### src/rtl/axil_master_port_if.sv
// AXI4-Lite master-side bus bundle for axil_master_port.
// The master modport is used by the initiator; the slave modport by whatever
// sits on the far side (interconnect, or a bench driving the slave signals).
interface axil_master_port_if #(
    parameter int ADDR_WIDTH = 32,
    parameter int DATA_WIDTH = 32,
    parameter int STRB_WIDTH = DATA_WIDTH / 8
);
    // write address channel
    logic [ADDR_WIDTH-1:0] awaddr;
    logic [2:0]            awprot;
    logic                  awvalid;
    logic                  awready;
    // write data channel
    logic [DATA_WIDTH-1:0] wdata;
    logic [STRB_WIDTH-1:0] wstrb;
    logic                  wvalid;
    logic                  wready;
    // write response channel
    logic [1:0]            bresp;
    logic                  bvalid;
    logic                  bready;
    // read address channel
    logic [ADDR_WIDTH-1:0] araddr;
    logic [2:0]            arprot;
    logic                  arvalid;
    logic                  arready;
    // read data channel
    logic [DATA_WIDTH-1:0] rdata;
    logic [1:0]            rresp;
    logic                  rvalid;
    logic                  rready;

    modport master (
        output awaddr, awprot, awvalid, input awready,
        output wdata, wstrb, wvalid, input wready,
        input  bresp, bvalid, output bready,
        output araddr, arprot, arvalid, input arready,
        input  rdata, rresp, rvalid, output rready
    );

    modport slave (
        input  awaddr, awprot, awvalid, output awready,
        input  wdata, wstrb, wvalid, output wready,
        output bresp, bvalid, input bready,
        input  araddr, arprot, arvalid, output arready,
        output rdata, rresp, rvalid, input rready
    );
endinterface

### src/rtl/axil_master_port.sv
// Single-outstanding AXI4-Lite initiator: converts a valid/ready CPU memory
// request into one AXI-Lite read or write and returns the result on a
// registered valid/ready response channel.
// Optional feature: define AXIL_MASTER_TIMEOUT_EN to build a watchdog that
// aborts a transaction stuck for TIMEOUT_CYCLES cycles with rsp_err = 1.
module axil_master_port #(
    parameter int ADDR_WIDTH     = 32,
    parameter int DATA_WIDTH     = 32,
    parameter int STRB_WIDTH     = DATA_WIDTH / 8,
    parameter int TIMEOUT_CYCLES = 1024
) (
    input  logic                  aclk,
    input  logic                  areset,
    // CPU request channel
    input  logic                  req_valid,
    output logic                  req_ready,
    input  logic                  req_write,
    input  logic [ADDR_WIDTH-1:0] req_addr,
    input  logic [DATA_WIDTH-1:0] req_wdata,
    input  logic [STRB_WIDTH-1:0] req_wstrb,
    // CPU response channel
    output logic                  rsp_valid,
    input  logic                  rsp_ready,
    output logic [DATA_WIDTH-1:0] rsp_rdata,
    output logic                  rsp_err,
    // AXI4-Lite master bus
    axil_master_port_if.master    m_axil
);

    typedef enum logic [2:0] {
        IDLE    = 3'd0,
        WR_REQ  = 3'd1,
        WR_RESP = 3'd2,
        RD_REQ  = 3'd3,
        RD_RESP = 3'd4,
        RESP    = 3'd5
    } state_t;

    state_t                state_q, state_d;
    logic [ADDR_WIDTH-1:0] addr_q, addr_d;
    logic [DATA_WIDTH-1:0] wdata_q, wdata_d;
    logic [STRB_WIDTH-1:0] wstrb_q, wstrb_d;
    logic                  aw_done_q, aw_done_d;
    logic                  w_done_q, w_done_d;
    logic [DATA_WIDTH-1:0] rsp_rdata_q, rsp_rdata_d;
    logic                  rsp_err_q, rsp_err_d;

`ifdef AXIL_MASTER_TIMEOUT_EN
    localparam int TIMER_W = $clog2(TIMEOUT_CYCLES + 1);
    logic [TIMER_W-1:0] timer_q, timer_d;
    logic               busy;
`endif

    // Every bus-facing valid/ready is a pure decode of registered state, so a
    // reset or abort edge clears them all at once.
    always_comb begin
        req_ready      = (state_q == IDLE);
        rsp_valid      = (state_q == RESP);
        rsp_rdata      = rsp_rdata_q;
        rsp_err        = rsp_err_q;
        m_axil.awaddr  = addr_q;
        m_axil.awprot  = 3'b000;
        m_axil.awvalid = (state_q == WR_REQ) && !aw_done_q;
        m_axil.wdata   = wdata_q;
        m_axil.wstrb   = wstrb_q;
        m_axil.wvalid  = (state_q == WR_REQ) && !w_done_q;
        m_axil.bready  = (state_q == WR_RESP);
        m_axil.araddr  = addr_q;
        m_axil.arprot  = 3'b000;
        m_axil.arvalid = (state_q == RD_REQ);
        m_axil.rready  = (state_q == RD_RESP);
    end

    // Next-state logic: request capture, AW/W completion tracking, response capture.
    always_comb begin
        state_d     = state_q;
        addr_d      = addr_q;
        wdata_d     = wdata_q;
        wstrb_d     = wstrb_q;
        aw_done_d   = aw_done_q;
        w_done_d    = w_done_q;
        rsp_rdata_d = rsp_rdata_q;
        rsp_err_d   = rsp_err_q;

        case (state_q)
            IDLE: begin
                if (req_valid) begin
                    addr_d    = req_addr;
                    wdata_d   = req_wdata;
                    wstrb_d   = req_wstrb;
                    aw_done_d = 1'b0;
                    w_done_d  = 1'b0;
                    state_d   = req_write ? WR_REQ : RD_REQ;
                end
            end
            WR_REQ: begin
                if (m_axil.awvalid && m_axil.awready) begin
                    aw_done_d = 1'b1;
                end
                if (m_axil.wvalid && m_axil.wready) begin
                    w_done_d = 1'b1;
                end
                if (aw_done_d && w_done_d) begin
                    state_d = WR_RESP;
                end
            end
            WR_RESP: begin
                if (m_axil.bvalid) begin
                    rsp_err_d   = m_axil.bresp[1];
                    rsp_rdata_d = '0;
                    state_d     = RESP;
                end
            end
            RD_REQ: begin
                if (m_axil.arready) begin
                    state_d = RD_RESP;
                end
            end
            RD_RESP: begin
                if (m_axil.rvalid) begin
                    rsp_rdata_d = m_axil.rdata;
                    rsp_err_d   = m_axil.rresp[1];
                    state_d     = RESP;
                end
            end
            RESP: begin
                if (rsp_ready) begin
                    state_d = IDLE;
                end
            end
            default: begin
                state_d = IDLE;
            end
        endcase

`ifdef AXIL_MASTER_TIMEOUT_EN
        // The watchdog overrides any progress made on the expiring cycle.
        if (busy && (timer_q == TIMER_W'(TIMEOUT_CYCLES - 1))) begin
            state_d     = RESP;
            rsp_err_d   = 1'b1;
            rsp_rdata_d = '0;
        end
`endif
    end

`ifdef AXIL_MASTER_TIMEOUT_EN
    // Watchdog counter: held at zero in IDLE, counts every cycle an AXI phase is pending.
    always_comb begin
        busy    = (state_q == WR_REQ) || (state_q == WR_RESP) ||
                  (state_q == RD_REQ) || (state_q == RD_RESP);
        timer_d = timer_q;
        if (state_q == IDLE) begin
            timer_d = '0;
        end else if (busy) begin
            timer_d = timer_q + TIMER_W'(1);
        end
    end

    // Watchdog counter register.
    always_ff @(posedge aclk) begin
        if (areset) begin
            timer_q <= '0;
        end else begin
            timer_q <= timer_d;
        end
    end
`endif

    // State and datapath registers with synchronous reset.
    always_ff @(posedge aclk) begin
        if (areset) begin
            state_q     <= IDLE;
            addr_q      <= '0;
            wdata_q     <= '0;
            wstrb_q     <= '0;
            aw_done_q   <= 1'b0;
            w_done_q    <= 1'b0;
            rsp_rdata_q <= '0;
            rsp_err_q   <= 1'b0;
        end else begin
            state_q     <= state_d;
            addr_q      <= addr_d;
            wdata_q     <= wdata_d;
            wstrb_q     <= wstrb_d;
            aw_done_q   <= aw_done_d;
            w_done_q    <= w_done_d;
            rsp_rdata_q <= rsp_rdata_d;
            rsp_err_q   <= rsp_err_d;
        end
    end

endmodule

### src/flat_wrapper.sv
// flat-port wrapper written by rule: the top's interface ports become plain ports
module axil_master_port_flat 
#(
    parameter int ADDR_WIDTH     = 32,
    parameter int DATA_WIDTH     = 32,
    parameter int STRB_WIDTH     = DATA_WIDTH / 8,
    parameter int TIMEOUT_CYCLES = 1024
)
  (aclk, areset, req_valid, req_ready, req_write, req_addr, req_wdata, req_wstrb, rsp_valid, rsp_ready, rsp_rdata, rsp_err, m_axil_awaddr, m_axil_awprot, m_axil_awvalid, m_axil_awready, m_axil_wdata, m_axil_wstrb, m_axil_wvalid, m_axil_wready, m_axil_bresp, m_axil_bvalid, m_axil_bready, m_axil_araddr, m_axil_arprot, m_axil_arvalid, m_axil_arready, m_axil_rdata, m_axil_rresp, m_axil_rvalid, m_axil_rready);
  axil_master_port_if #(.ADDR_WIDTH(ADDR_WIDTH), .DATA_WIDTH(DATA_WIDTH), .STRB_WIDTH(STRB_WIDTH)) m_axil_i ();
  input  logic aclk;
  input  logic areset;
  input  logic req_valid;
  output logic req_ready;
  input  logic req_write;
  input  logic [ADDR_WIDTH-1:0] req_addr;
  input  logic [DATA_WIDTH-1:0] req_wdata;
  input  logic [STRB_WIDTH-1:0] req_wstrb;
  output logic rsp_valid;
  input  logic rsp_ready;
  output logic [DATA_WIDTH-1:0] rsp_rdata;
  output logic rsp_err;
  output wire logic [$bits(m_axil_i.awaddr)-1:0] m_axil_awaddr;
  output wire logic [$bits(m_axil_i.awprot)-1:0] m_axil_awprot;
  output wire logic [$bits(m_axil_i.awvalid)-1:0] m_axil_awvalid;
  input wire logic [$bits(m_axil_i.awready)-1:0] m_axil_awready;
  output wire logic [$bits(m_axil_i.wdata)-1:0] m_axil_wdata;
  output wire logic [$bits(m_axil_i.wstrb)-1:0] m_axil_wstrb;
  output wire logic [$bits(m_axil_i.wvalid)-1:0] m_axil_wvalid;
  input wire logic [$bits(m_axil_i.wready)-1:0] m_axil_wready;
  input wire logic [$bits(m_axil_i.bresp)-1:0] m_axil_bresp;
  input wire logic [$bits(m_axil_i.bvalid)-1:0] m_axil_bvalid;
  output wire logic [$bits(m_axil_i.bready)-1:0] m_axil_bready;
  output wire logic [$bits(m_axil_i.araddr)-1:0] m_axil_araddr;
  output wire logic [$bits(m_axil_i.arprot)-1:0] m_axil_arprot;
  output wire logic [$bits(m_axil_i.arvalid)-1:0] m_axil_arvalid;
  input wire logic [$bits(m_axil_i.arready)-1:0] m_axil_arready;
  input wire logic [$bits(m_axil_i.rdata)-1:0] m_axil_rdata;
  input wire logic [$bits(m_axil_i.rresp)-1:0] m_axil_rresp;
  input wire logic [$bits(m_axil_i.rvalid)-1:0] m_axil_rvalid;
  output wire logic [$bits(m_axil_i.rready)-1:0] m_axil_rready;
  assign m_axil_awaddr = m_axil_i.awaddr;
  assign m_axil_awprot = m_axil_i.awprot;
  assign m_axil_awvalid = m_axil_i.awvalid;
  assign m_axil_i.awready = m_axil_awready;
  assign m_axil_wdata = m_axil_i.wdata;
  assign m_axil_wstrb = m_axil_i.wstrb;
  assign m_axil_wvalid = m_axil_i.wvalid;
  assign m_axil_i.wready = m_axil_wready;
  assign m_axil_i.bresp = m_axil_bresp;
  assign m_axil_i.bvalid = m_axil_bvalid;
  assign m_axil_bready = m_axil_i.bready;
  assign m_axil_araddr = m_axil_i.araddr;
  assign m_axil_arprot = m_axil_i.arprot;
  assign m_axil_arvalid = m_axil_i.arvalid;
  assign m_axil_i.arready = m_axil_arready;
  assign m_axil_i.rdata = m_axil_rdata;
  assign m_axil_i.rresp = m_axil_rresp;
  assign m_axil_i.rvalid = m_axil_rvalid;
  assign m_axil_rready = m_axil_i.rready;
  axil_master_port #(.ADDR_WIDTH(ADDR_WIDTH), .DATA_WIDTH(DATA_WIDTH), .STRB_WIDTH(STRB_WIDTH), .TIMEOUT_CYCLES(TIMEOUT_CYCLES)) u_core (.aclk(aclk), .areset(areset), .req_valid(req_valid), .req_ready(req_ready), .req_write(req_write), .req_addr(req_addr), .req_wdata(req_wdata), .req_wstrb(req_wstrb), .rsp_valid(rsp_valid), .rsp_ready(rsp_ready), .rsp_rdata(rsp_rdata), .rsp_err(rsp_err), .m_axil(m_axil_i));
endmodule
### config.mk
export PLATFORM = sky130hd
export DESIGN_NAME = axil_master_port_flat
export DESIGN_NICKNAME = d
export VERILOG_FILES = /design/src/rtl/axil_master_port_if.sv /design/src/rtl/axil_master_port.sv /design/src/flat_wrapper.sv
export SDC_FILE = /design/constraint.sdc
export NUM_CORES = 1
export LEC_CHECK = 0
export BUFFER_PORTS_ARGS = -buffer_cell sky130_fd_sc_hd__buf_2
export CORE_AREA = 3 3 104 106
export DETAILED_ROUTE_END_ITERATION = 12
export DIE_AREA = 0 0 107 109
export PLACE_DENSITY = 0.86
export SLEW_MARGIN = 20
export SYNTH_ARGS = -nofsm -noshare
export SYNTH_HDL_FRONTEND = slang
export SYNTH_SLANG_ARGS = --single-unit
export TNS_END_PERCENT = 5
### constraint.sdc
create_clock -name aclk -period 1.5 [get_ports aclk]
set_input_delay 0.225 -clock aclk [delete_from_list [all_inputs] [get_ports aclk]]
set_output_delay 0.225 -clock aclk [all_outputs]
set_load 0.01 [all_outputs]
==> summary.txt, run 1 <==
Maxcap violations -> 0
Clock skew -> 0.0177 ns
Vias per cell -> 4.81
# fillers -> 936
WL final -> 12.1 mm
Hold WC Path Type -> primary input to register
Max VDD drop -> 0.000495 V
Synth top area cells -> dfxtp_1 (50%), nand2_1 (15%), a21oi_1 (12%)
GRT Util Overall -> 19.0%
Most frequent cells in the layout -> buf_2 (247), nand2_1 (168), dfxtp_1 (103)
Failing checks -> setup timing
RePlAce Congestion -> 0.798
Area Growth Syn to Fin -> 37.3%
Critical path fanouts, max -> 4
Worst EP arrival -> 1.29 ns
Number of H-tree levels -> 3
Sequential share of power -> 48.4%
R2R cell count -> 5
WHS Endpoint -> u_core.m_axil.araddr[26]$_SDFFE_PP0P_
Antenna violations before repair -> 0
Fin nets -> 868
Clock transition at the registers of the reported paths -> 0.11 ns
Routed Antenna Nets -> 0
Die Ht -> 109 um
Min-Delay Path Depth -> 3
Latest clock arrival within the worst-skew pair -> 0.36 ns
Diodes inserted -> 0
Worst R2R Setup Slack -> 0.01 ns
First-pass iteration count of the detailed router -> 6
RSZ-0062 raised after global routing -> yes
Achievable Freq -> 661 MHz
Register area share after synthesis -> 49.9%
IO Port Bufs -> 251
CTS sink count -> 106
CTS tree -> built
Leak pwr -> 0.00281 uW
Die Width -> 107 um
Root Driver -> clkbuf_8
Total internal power -> 4450 uW
Post-synthesis cell area -> 0.00425 mm^2
Synth Register Bits -> 106
Io pins -> 260
Post-synth top area cell -> dfxtp_1
Vias -> 4289
Post-Synthesis Cells -> 532
HP Start -> req_addr[26]
First-pass GRT wire length -> 17.9 mm
Outcome -> finished with violations
# DRC -> 0
Core Rows -> 36
Post-detail-place hpwl -> 8.66 mm
Iter 0 DRT Violations -> 227
Setup_tns -> -0.0132 ns
Most common cell after layout, fill and taps aside -> buf_2
Final Cycle Share -> 101%
Psw -> 2070 uW
Comb pwr share -> 26.2%
Net Sw Frac -> 31.8%
Ys Warns -> 0
FF-to-FF Start -> u_core.state_q[0]$_SDFFE_PP0P_
WS Path Type -> register to output pin
Share of post-route cells with drive strength above 1 -> 42.4%
Setup ws final -> -0.0132 ns
Crit path time final -> 1.51 ns
Hold WS -> 0.0876 ns
Vias in the first global route -> 3705
Total grt overflow -> 0
Fin. max-slew vios -> 0
CP endpoint kind -> output pin
Wire per inst -> 13.6 um
Initial Util -> 43.1%
Clock Power Share -> 25.4%
Die area -> 0.0117 mm^2
Post-synth cell types -> 32
Largest net degree at the start of global routing -> 46
Pwr dens -> 1120 mW/mm^2
Hold Fails Final Rpt -> 0
CTS Buf Count -> 9
Mean Syn Cell Area -> 7.99 um^2
Core footprint -> 0.00986 mm^2
Final setup vio count -> 1
Area share of the largest cell type after synthesis -> 49.9%
Critical Path RT -> 1.27 ns
R2R Path End -> u_core.state_q[1]$_SDFFE_PP0P_
Clk buf depth -> 2
Worst setup SP type -> register
-- power by group through the flow --
stage	Clock [uW]	Combinational (uW)	Sequential (uW)
floorplan	0	927	3310
global placement	0	1550	3220
detailed placement	0	1570	3230
CTS	1730	1700	3160
global route	1840	1880	3180
finish	1660	1710	3160
-- layer usage --
layer  GRT usage, %  up-vias  wire length (um)  part of all wire (%)
met2           34.6      164              6270                    52
met3           6.10       15              1020                   8.4
li1               -     2149                 -                     -
met1           21.2     1961              4590                    38
met4           5.84        0               212                   1.8
met5              0        -                 0                     0
-- registers in the layout (all words and copies together) (netlist names) --
register,flops
u_core.m_axil.araddr,32
u_core.m_axil.wdata,32
u_core.rsp_rdata,32
u_core.m_axil.wstrb,4
u_core.state_q,3
u_core.aw_done_q,1
u_core.rsp_err,1
u_core.w_done_q,1
-- cells by family (layout without fill, tap and decap cells) --
family | after synthesis | after routing | synth area share [%]
other | 1 | 6 | 0.0883
buffers and inverters | 80 | 302 | 12.3
AO/OA/AOI/OAI | 116 | 116 | 14.7
multiplexers | 2 | 2 | 0.471
AND/OR/NAND/NOR | 227 | 227 | 22.5
flip-flops | 106 | 106 | 49.9
-- final cells by class --
cell class,instances,area (um^2),share of cell area [%]
repair buffers,283,1650,28.2
clock buffers,10,138,2.36
flip-flops and latches,106,2130,36.6
inverters,3,13.8,0.236
multi-input cells,351,1690,28.9
well taps,133,166,2.85
clock inverters,6,47.5,0.815
-- worst max-delay path by stage --
stage | end | slack (ns) | from | depth (start not counted)
2_1_floorplan | u_core.m_axil.wdata[12]$_SDFFE_PP0P_ | 0.14 | u_core.state_q[0]$_SDFFE_PP0P_ | 6
3_3_place_gp | u_core.rsp_err$_SDFFE_PP0P_ | 0.08 | u_core.state_q[1]$_SDFFE_PP0P_ | 5
3_5_place_dp | u_core.rsp_rdata[28]$_SDFFE_PP0P_ | 0.05 | u_core.state_q[1]$_SDFFE_PP0P_ | 5
4_1_cts | m_axil_rready | -0.03 | u_core.state_q[0]$_SDFFE_PP0P_ | 4
5_1_grt | m_axil_rready | -0.09 | u_core.state_q[0]$_SDFFE_PP0P_ | 4
6_report | m_axil_rready | -0.01 | u_core.state_q[0]$_SDFFE_PP0P_ | 4
-- metrics by stage --
| step | instance area [um^2] | cells | power (uW) | utilization, % | setup slack (ns) |
|---|---|---|---|---|---|
| after global placement | 5420 | 864 | 4770 | 55.0 | 0.0761 |
| after detailed placement | 5420 | 864 | 4800 | 55.0 | 0.0479 |
| final | 5830 | 892 | 6520 | 59.1 | -0.0132 |
| after floorplan | 4270 | 537 | 4240 | - | 0.139 |
| after global routing | 5830 | 892 | 6900 | 59.1 | -0.0933 |
| after CTS | 5780 | 891 | 6580 | 58.6 | -0.0321 |
-- critical path: stages, from the launching register on --
cell and delay [ns]:
dfxtp_4 0.37, buf_6 0.12, nor3b_4 0.22, buf_12 0.14, buf_6 0.09
-- what timing repair did --
action | 4_1_cts | 5_1_grt
endpoints found under the hold margin | 0 | 0
resized for setup | 21 | 15
cloned | 1 | 1
endpoints found under the setup margin | 6 | 64
buffers inserted | 10 | 0
hold buffers | 0 | 0
pin swaps | 3 | 6
-- synth_stat cells --
cell,count
nor2b_1,1
buf_6,3
nor3b_4,1
and4bb_2,1
a211oi_1,1
buf_4,51
a21oi_2,1
nor4b_1,1
nand3_1,33
nor3_1,5
and2_1,3
inv_1,3
o41ai_2,1
a22oi_1,1
clkbuf_1,15
nor3_2,1
buf_1,1
conb_1,1
nor2_1,7
a21o_1,2
nand2_1,170
o22a_1,1
a211o_1,1
o211ai_1,1
buf_2,7
dfxtp_1,106
a21oi_1,106
and3_1,1
nand3b_1,2
mux2i_1,2
nand2b_1,1
a31oi_2,1
(Power assumes the default switching activity.)
==> inputs of run 2 (changes only) <==
RECOVER_POWER = 100   (was default)
==> run 2 against run 1 <==
The run still ends with setup timing left. Flip-flop and latch count unchanged. Critical path type is now register to register. Global-route usage unchanged. Largest power group unchanged. Power down 1.4%. Hold slack better by 0.0011 ns. Critical endpoint is now u_core.state_q[1]$_SDFFE_PP0P_. Via count down 0.37%.
==> summary.txt, run 2 (synthesized netlist as in run 1, its figures left out) <==
R2R Path End -> u_core.state_q[1]$_SDFFE_PP0P_
Number of H-tree levels -> 3
Die Ht -> 109 um
Final Cycle Share -> 101%
R2R cell count -> 5
IO Port Bufs -> 251
Routed Antenna Nets -> 0
Core Rows -> 36
WHS Endpoint -> u_core.m_axil.wdata[7]$_SDFFE_PP0P_
Initial Util -> 43.1%
Most frequent cells in the layout -> nand2_1 (168), clkbuf_1 (133), buf_2 (113)
Vias -> 4273
Clock skew -> 0.0176 ns
Final setup vio count -> 4
Hold WC Path Type -> primary input to register
Psw -> 2080 uW
Fin. max-slew vios -> 0
Post-detail-place hpwl -> 8.66 mm
Iter 0 DRT Violations -> 217
CTS Buf Count -> 9
CTS sink count -> 106
Setup ws final -> -0.0178 ns
Hold_buf cts -> 0
Root Driver -> clkbuf_8
Worst setup SP type -> register
Clk buf depth -> 2
HP Start -> req_wdata[7]
Slowest CP cell -> nor4b_1
Critical path fanouts, max -> 4
Crit-path cells -> buf_4, nor4b_1, a31oi_2, a211o_1, o41ai_2
Outcome -> finished with violations
Most common cell after layout, fill and taps aside -> nand2_1
Antenna violations before repair -> 0
CTS tree -> built
WS Path Type -> register to register
Sequential share of power -> 49.2%
Io pins -> 260
Hold WS -> 0.0888 ns
Min-Delay Path Depth -> 3
Latest clock arrival within the worst-skew pair -> 0.36 ns
Worst R2R Setup Slack -> -0.02 ns
Critical Path RT -> 1.75 ns
Hold Fails Final Rpt -> 0
Slowest Stage Delay on Critical Path -> 0.43 ns
RePlAce Congestion -> 0.798
# DRC -> 0
Worst EP arrival -> 1.77 ns
Die area -> 0.0117 mm^2
Comb pwr share -> 25.0%
FF-to-FF Start -> u_core.state_q[0]$_SDFFE_PP0P_
Share of post-route cells with drive strength above 1 -> 24.8%
Crit path time final -> 1.52 ns
GRT Util Overall -> 19.0%
# fillers -> 985
Vias in the first global route -> 3705
Finished Layout Cells -> 892
Fin nets -> 868
Failing checks -> setup timing
Placed Cells -> 864
Die Width -> 107 um
Util after Layout -> 57.2%
First-pass iteration count of the detailed router -> 4
Setup_tns -> -0.0459 ns
Core footprint -> 0.00986 mm^2
Clock Power Share -> 25.7%
Achievable Freq -> 659 MHz
Total grt overflow -> 0
Area Growth Syn to Fin -> 32.9%
First-pass GRT wire length -> 17.9 mm
CP endpoint kind -> register
Largest net degree at the start of global routing -> 46
Net Sw Frac -> 32.3%
Vias per cell -> 4.79
Leak pwr -> 0.00225 uW
WL final -> 12.2 mm
Max VDD drop -> 0.000496 V
Wire per inst -> 13.7 um
Clock transition at the registers of the reported paths -> 0.11 ns
Total internal power -> 4360 uW
Diodes inserted -> 0
RSZ-0062 raised after global routing -> yes
Maxcap violations -> 0
Pwr dens -> 1140 mW/mm^2
[run 2: cell type report]
class	count	area [um^2]	share of cell area [%]
repair buffers	283	1460	25.9
flip-flops and latches	106	2130	37.8
clock buffers	10	138	2.44
clock inverters	6	47.5	0.842
well taps	133	166	2.95
multi-input cells	351	1680	29.8
inverters	3	13.8	0.244
[run 2: how the worst max path moves through the flow]
stage / start / end / slack (ns) / cells after the start
finish: u_core.state_q[0]$_SDFFE_PP0P_ / u_core.state_q[1]$_SDFFE_PP0P_ / -0.02 / 5
global route: u_core.state_q[0]$_SDFFE_PP0P_ / m_axil_rready / -0.09 / 4
CTS: u_core.state_q[0]$_SDFFE_PP0P_ / m_axil_rready / -0.03 / 4
detailed placement: u_core.state_q[1]$_SDFFE_PP0P_ / u_core.rsp_rdata[28]$_SDFFE_PP0P_ / 0.05 / 5
global placement: u_core.state_q[1]$_SDFFE_PP0P_ / u_core.rsp_err$_SDFFE_PP0P_ / 0.08 / 5
floorplan: u_core.state_q[0]$_SDFFE_PP0P_ / u_core.m_axil.wdata[12]$_SDFFE_PP0P_ / 0.14 / 6
[run 2: what timing repair did]
item / CTS / global route
hold endpoints to repair: 0 / 0
cloned: 1 / 1
pin swaps: 3 / 6
gates resized for setup: 21 / 15
setup endpoints to repair: 6 / 64
buffers inserted: 10 / 0
[run 2: worst max-delay path, delay by kind of cell, from the launching register on]
kind | cells | cell delay [ns]
buf+inv | 1 | 0.15
compound gates | 3 | 0.47
flops | 1 | 0.37
simple gates | 1 | 0.43
[run 2: power by group through the flow]
stage | clock, uW | combinational, uW | sequential, uW
3_5_place_dp | 0 | 1570 | 3230
3_3_place_gp | 0 | 1550 | 3220
4_1_cts | 1730 | 1700 | 3160
6_report | 1650 | 1610 | 3170
5_1_grt | 1840 | 1770 | 3190
2_1_floorplan | 0 | 927 | 3310
[run 2: stage by stage]
step                      setup slack [ns]  cell area [um^2]  power (uW)
final                              -0.0178              5650        6430
after global routing               -0.0933              5650        6800
after CTS                          -0.0321              5780        6580
after detailed placement            0.0479              5420        4800
after global placement              0.0761              5420        4770
after floorplan                      0.139              4270        4240
[run 2: layer usage]
metal / GRT usage (%) / up-vias / wire length [um]
met5: 0 / - / 0
met4: 5.84 / 0 / 213
met3: 6.10 / 15 / 1060
met2: 34.6 / 158 / 6320
met1: 21.2 / 1952 / 4590
li1: - / 2148 / -
